===== config.mk =====
export PLATFORM = sky130hd
export DESIGN_NAME = pll_reset_sequencer
export DESIGN_NICKNAME = d
export VERILOG_FILES = /design/src/rtl/pll_reset_sequencer.sv
export SDC_FILE = /design/constraint.sdc
export NUM_CORES = 1
export LEC_CHECK = 0
export CAP_MARGIN = 5
export CORE_MARGIN = 4
export CORE_UTILIZATION = 46
export DETAILED_ROUTE_END_ITERATION = 10
export GPL_TIMING_DRIVEN = 0
export PLACE_DENSITY = 0.63
export SLEW_MARGIN = 20
export SYNTH_ARGS = -nofsm -noshare
export SYNTH_HDL_FRONTEND = slang
export SYNTH_SLANG_ARGS = --single-unit

===== constraint.sdc =====
create_clock -name clk -period 5.96 [get_ports clk]
set_input_delay 1.788 -clock clk [delete_from_list [all_inputs] [get_ports clk]]
set_output_delay 1.788 -clock clk [all_outputs]
set_load 0.005 [all_outputs]

===== src/rtl/pll_reset_sequencer.sv =====
// Holds system reset until the synchronised PLL lock has been stable long enough, then runs a
// tick/heartbeat generator; re-asserts reset and counts the event when lock is lost.
module pll_reset_sequencer #(
   parameter int unsigned STABLE_CYCLES = 1024,
   parameter int unsigned TICK_DIV      = 12000,
   parameter int unsigned HB_TICKS      = 500,
   parameter int unsigned LOSS_CNT_W    = 8
) (
   input  logic                  clk,
   input  logic                  rst_n,
   input  logic                  pll_lock,
   output logic                  sys_rst_n,
   output logic                  tick,
   output logic                  heartbeat,
   output logic [1:0]            state,
   output logic [LOSS_CNT_W-1:0] loss_count
);

   localparam int unsigned StabW = $clog2(STABLE_CYCLES);
   localparam int unsigned TickW = $clog2(TICK_DIV);
   localparam int unsigned HbW   = (HB_TICKS > 1) ? $clog2(HB_TICKS) : 1;

   localparam logic [StabW-1:0] StabLast = StabW'(STABLE_CYCLES - 1);
   localparam logic [TickW-1:0] TickLast = TickW'(TICK_DIV - 1);
   localparam logic [HbW-1:0]   HbLast   = HbW'(HB_TICKS - 1);

   typedef enum logic [1:0] {
      StWaitLock  = 2'd0,
      StStabilize = 2'd1,
      StRun       = 2'd2,
      StLost      = 2'd3
   } state_e;

   state_e                state_q, state_d;
   logic                  sync1_q, sync2_q;
   logic [StabW-1:0]      stab_cnt_q, stab_cnt_d;
   logic [TickW-1:0]      tick_cnt_q, tick_cnt_d;
   logic [HbW-1:0]        hb_cnt_q, hb_cnt_d;
   logic                  sys_rst_n_q, sys_rst_n_d;
   logic                  tick_q, tick_d;
   logic                  heartbeat_q, heartbeat_d;
   logic [LOSS_CNT_W-1:0] loss_count_q, loss_count_d;
   logic                  lock_s;

   assign lock_s = sync2_q;

   always_comb begin
      state_d      = state_q;
      stab_cnt_d   = stab_cnt_q;
      tick_cnt_d   = tick_cnt_q;
      hb_cnt_d     = hb_cnt_q;
      sys_rst_n_d  = 1'b0;
      tick_d       = 1'b0;
      heartbeat_d  = heartbeat_q;
      loss_count_d = loss_count_q;

      unique case (state_q)
         StWaitLock: begin
            stab_cnt_d = '0;
            if (lock_s) begin
               state_d = StStabilize;
            end
         end
         StStabilize: begin
            if (!lock_s) begin
               state_d = StWaitLock;
            end else if (stab_cnt_q == StabLast) begin
               state_d     = StRun;
               sys_rst_n_d = 1'b1;
               tick_cnt_d  = '0;
               hb_cnt_d    = '0;
            end else begin
               stab_cnt_d = stab_cnt_q + StabW'(1);
            end
         end
         StRun: begin
            // Lock loss wins over a tick that would fall on the same edge.
            if (!lock_s) begin
               state_d    = StLost;
               tick_cnt_d = '0;
               if (loss_count_q != {LOSS_CNT_W{1'b1}}) begin
                  loss_count_d = loss_count_q + LOSS_CNT_W'(1);
               end
            end else begin
               sys_rst_n_d = 1'b1;
               if (tick_cnt_q == TickLast) begin
                  tick_cnt_d = '0;
                  tick_d     = 1'b1;
                  if (hb_cnt_q == HbLast) begin
                     hb_cnt_d    = '0;
                     heartbeat_d = ~heartbeat_q;
                  end else begin
                     hb_cnt_d = hb_cnt_q + HbW'(1);
                  end
               end else begin
                  tick_cnt_d = tick_cnt_q + TickW'(1);
               end
            end
         end
         StLost: begin
            state_d = StWaitLock;
         end
         default: begin
            state_d = StWaitLock;
         end
      endcase
   end

   always_ff @(posedge clk) begin
      if (!rst_n) begin
         state_q      <= StWaitLock;
         sync1_q      <= 1'b0;
         sync2_q      <= 1'b0;
         stab_cnt_q   <= '0;
         tick_cnt_q   <= '0;
         hb_cnt_q     <= '0;
         sys_rst_n_q  <= 1'b0;
         tick_q       <= 1'b0;
         heartbeat_q  <= 1'b0;
         loss_count_q <= '0;
      end else begin
         state_q      <= state_d;
         sync1_q      <= pll_lock;
         sync2_q      <= sync1_q;
         stab_cnt_q   <= stab_cnt_d;
         tick_cnt_q   <= tick_cnt_d;
         hb_cnt_q     <= hb_cnt_d;
         sys_rst_n_q  <= sys_rst_n_d;
         tick_q       <= tick_d;
         heartbeat_q  <= heartbeat_d;
         loss_count_q <= loss_count_d;
      end
   end

   assign sys_rst_n  = sys_rst_n_q;
   assign tick       = tick_q;
   assign heartbeat  = heartbeat_q;
   assign state      = state_q;
   assign loss_count = loss_count_q;

endmodule


## Word-level counts from Yosys, hierarchy flattened

Cells that the tools add are included.

- Register bits: 48
- Input port bits: 3
- Output and inout bits: 13
- Logic and storage cells: 65

- Add/subtract/negate cells: 4
- Equality and inequality tests: 15
- Muxes and demuxes: 24
- Bitwise operators: 2
- Reduce and logical (&&, ||, !) cells: 10

Operators by type and width:

| kind | count |
|---|---|
| 2-to-1 mux 14 bit | 4 |
| 2-to-1 mux 9 bit | 5 |
| case mux 14 bit (2 select lines) | 1 |
| 2-to-1 mux 10 bit | 2 |
| case mux 10 bit (2 select lines) | 1 |
| case mux 9 bit (2 select lines) | 1 |
| AND reduction 3 bit | 5 |
| adder 14 x 1 -> 14 bit, second input constant | 1 |
| equality test 14 bit, second input constant | 1 |
| != test 2 bit, second input constant | 7 |
| adder 10 x 1 -> 10 bit, second input constant | 1 |
| equality test 10 bit, second input constant | 1 |
| adder 9 x 1 -> 9 bit, second input constant | 1 |
| equality test 9 bit, second input constant | 1 |
| adder 8 x 1 -> 8 bit, second input constant | 1 |
| 2-to-1 mux 2 bit | 4 |
| != test 8 bit, second input constant | 1 |
| case mux 2 bit (4 select lines) | 1 |
| AND reduction 5 bit | 1 |
| equality test 2 bit, second input constant | 2 |
| 2-to-1 mux 1 bit | 4 |
| AND reduction 4 bit | 1 |
| nonzero test 2 bit | 2 |
| != test 3 bit, second input constant | 1 |
| other kinds (4) | 5 |

## Longest topological paths before layout

- Depth after elaboration: 5
- Gate-level depth with buffers: 10
- Mapped depth without buffers: 7

## Worst setup path before layout

No wires, ideal clock.

- Path kind: input -> register
- Start point: in rst_n
- End point: reg hb_cnt_q[6]
- Setup time: 0.074 ns
- Data arrival time: 2.530 ns
- Required time: 5.886 ns
- Setup slack: 3.356 ns
- Stages: 3
- Buffers on the path: 0
- Cell sequence: clkinv_1 -> or4_1 -> o21ai_0

RTL lines:

| item | RTL line | text |
|---|---|---|
| start, declared | 10 | `input logic rst_n,` |
| end signal, assigned | 127 | `hb_cnt_q <= hb_cnt_d;` |
| end, declared | 38 | `logic [HbW-1:0] hb_cnt_q, hb_cnt_d;` |

## Worst setup path after layout

- Start point: reg state_q[0], in the netlist state[0]
- End point: out state[0]

RTL lines:

| item | RTL line | text |
|---|---|---|
| start, declared | 34 | `state_e state_q, state_d;` |
| start signal, assigned | 111 | `state_q <= StWaitLock;` |
| start signal, assigned | 122 | `state_q <= state_d;` |
| end, declared | 15 | `output logic [1:0] state,` |

No word-level cell between the ends.

==> results.json <==
{
  "crit_arrival_ps": 1310,
  "hold_viol": 0,
  "setup_viol": 0,
  "period_needed_ps": 3100,
  "hold_buffers": 0,
  "cts_setup_buffers": 0,
  "comb_power_share": 0.027,
  "syn2layout_area_growth_pct": 14.7,
  "clock_latency_ps": 300,
  "cp.required_ps": 4170,
  "p_seq_frac": 0.542,
  "setup_tns_ps": 0,
  "viasPerCell": 5.44,
  "grt_first_pass_wirelength_um": 8800,
  "num-fill-cells": 524,
  "path_clk_slew_ps": 90,
  "htree_num_levels": 2,
  "hp-start": "sync1_q",
  "start_kind": "register",
  "drive_gt1_frac": 0.0865,
  "r2r-start": "state[0]",
  "hp-class": "reg2reg",
  "cp_max_fo": 7,
  "numPortBuffers": 15,
  "worstMarginPinSlew_ps": 718,
  "antenna-diode-count": 0,
  "synth_async_sr_flop_share": 0,
  "fmax_ghz": 0.323,
  "netlist_instances": 289,
  "drt_iter0_markers": 78,
  "wl_per_cell_um": 13.1,
  "avgSynthCellArea_um2": 8.55,
  "critPathTopFamily": "buffers and inverters",
  "fin_nets": 322,
  "synth_fp_nets": 300,
  "yosys-top-cells-count": "dfxtp_1, nor2_1, nand2_1, nand3_1, xor2_1",
  "holdPathStages": 1,
  "synth_area_leader_cell": "dfxtp_1",
  "clock_skew_ps": 3.50,
  "clock_power_share": 0.430,
  "die_height_um": 81.3,
  "wirelength_um": 5010,
  "die_w_um": 81.3,
  "yosys_warnings": 0,
  "p_switching_uw": 119,
  "grt_max_degree": 15,
  "cts_buffers": 5,
  "io_pins": 16,
  "crit_buf_inv": 1,
  "dp_hpwl_um": 3640,
  "finalCritPeriodShare": 0.520,
  "drv_cap": 0,
  "first_global_vias": 1907,
  "via_count": 2078,
  "worstSetupPathType": "reg2out",
  "start_util": 0.481,
  "worstSetupPathDepth": 1,
  "clk_path_buf_depth": 2,
  "r2r_cells": 9,
  "place_congestion": 0.789,
  "antenna_found_initial": 0,
  "yosysUniqueCellTypes": 48,
  "std_cell_rows": 26,
  "ys.flop_type": "dfxtp_1",
  "cp_slowest_cell": "clkdlybuf4s50_1",
  "p_leak_uw": 0.000917,
  "place_inst": 374,
  "max_slew_margin": 0.521,
  "clockRootBuffer": "clkbuf_8",
  "final_antenna_net_count": 0,
  "rsz0062_at_grt": "no",
  "seq_area_frac_synth": 0.389,
  "first_pass_iters": 4,
  "startpoint": "state[0]",
  "ys_seq_elements": 48,
  "post_cts_resized": 0,
  "coreArea_mm2": 0.00514,
  "final_util": 0.551,
  "synth_area_leaders": "dfxtp_1, nor2_1, xor2_1",
  "die_area_mm2": 0.00661,
  "switching_share": 0.201,
  "cts_tree": "done",
  "synth_edf_count": 0,
  "status": "complete, no violations",
  "end_kind": "output port",
  "synth_area_mm2": 0.00247,
  "crit_path_cell_trace": "clkdlybuf4s50_1",
  "slew_viol_final": 0,
  "powerDensity_mw_per_mm2": 210,
  "synth_most_common_cell": "dfxtp_1",
  "fin_cells": 382,
  "cp_slowest_stage_delay_ps": 560,
  "p_int_uw": 475,
  "gr-total-overflow": 0,
  "drc": 0,
  "track_usage": 0.169,
  "irDropWorstVdd_mv": 0.104,
  "clock_sinks": 48,
  "synth_top_area_share": 0.389
}
-- cells in the final DEF, fill, tap and decap left out, types with 5 or more instances in the layout --
| cell type | n |
|---|---|
| dfxtp_1 | 48 |
| a211oi_1 | 5 |
| nand4b_1 | 5 |
| xnor2_1 | 9 |
| nand4_1 | 9 |
| xor2_1 | 16 |
| and2_1 | 5 |
| ha_1 | 8 |
| clkbuf_8 | 7 |
| nand3_1 | 16 |
| clkbuf_1 | 5 |
| inv_1 | 8 |
| o21ai_0 | 13 |
| nand2_1 | 24 |
| nor2_1 | 42 |
| o221a_2 | 5 |
| a21oi_1 | 12 |
| clkdlybuf4s50_1 | 15 |
-- power groups by stage --
stage          clock, uW  sequential (uW)  combinational [uW]
5_1_grt              280              322                18.8
3_3_place_gp           0              330                16.5
2_1_floorplan          0              330                10.3
3_5_place_dp           0              330                16.4
4_1_cts              266              322                16.5
6_report             256              322                16.3
-- final cells by class --
cell class,count,area (um2),area share
Inverter,9,33.8,0.0119
Buffer,10,50.0,0.0177
Clock inverter,1,30.0,0.0106
Tap cell,70,87.6,0.0309
Timing Repair Buffer,15,150,0.0530
Multi-Input combinational cell,222,1430,0.503
Sequential cell,48,961,0.339
Clock buffer,7,96.3,0.0340
-- logic make-up after synthesis --
| group | share of synthesized area |
|---|---|
| AND/OR/NAND/NOR | 0.292 |
| AO/OA/AOI/OAI | 0.143 |
| flip-flops | 0.389 |
| XOR/XNOR | 0.0887 |
| buffers and inverters | 0.0339 |
| adder cells (fa/ha/maj) | 0.0405 |
| multiplexers | 0.0127 |
-- layer usage --
metal	global-route usage	wire length, um
met2	0.260	2220
met4	0.0456	57
met5	0	0
met3	0.0488	171
met1	0.231	2560
-- sequential cells by signal (all words and copies together), names as in the netlist, named ones only --
signal      cells
state           1
heartbeat       1
tick            1
hb_cnt_q        9
stab_cnt_q     10
sync1_q         1
tick_cnt_q     14
lock_s          1
sys_rst_n       1
loss_count      8
-- metrics by stage --
stage	total power (uW)	hold WS [ps]	setup slack, ps	cell area, um2
global route	621	466	2780	2830
floorplan	340	412	3360	2470
detailed placement	346	429	2570	2710
CTS	605	445	2840	2830
finish	594	441	2860	2830
global placement	346	421	2570	2710
-- final timing paths --
kind | to | slack [ps]
max | state[0] | 2860
min | lock_s | 440
max reg2reg | hb_cnt_q[1] | 3510
min reg2reg | lock_s | 440
(Power assumes the default switching activity.)
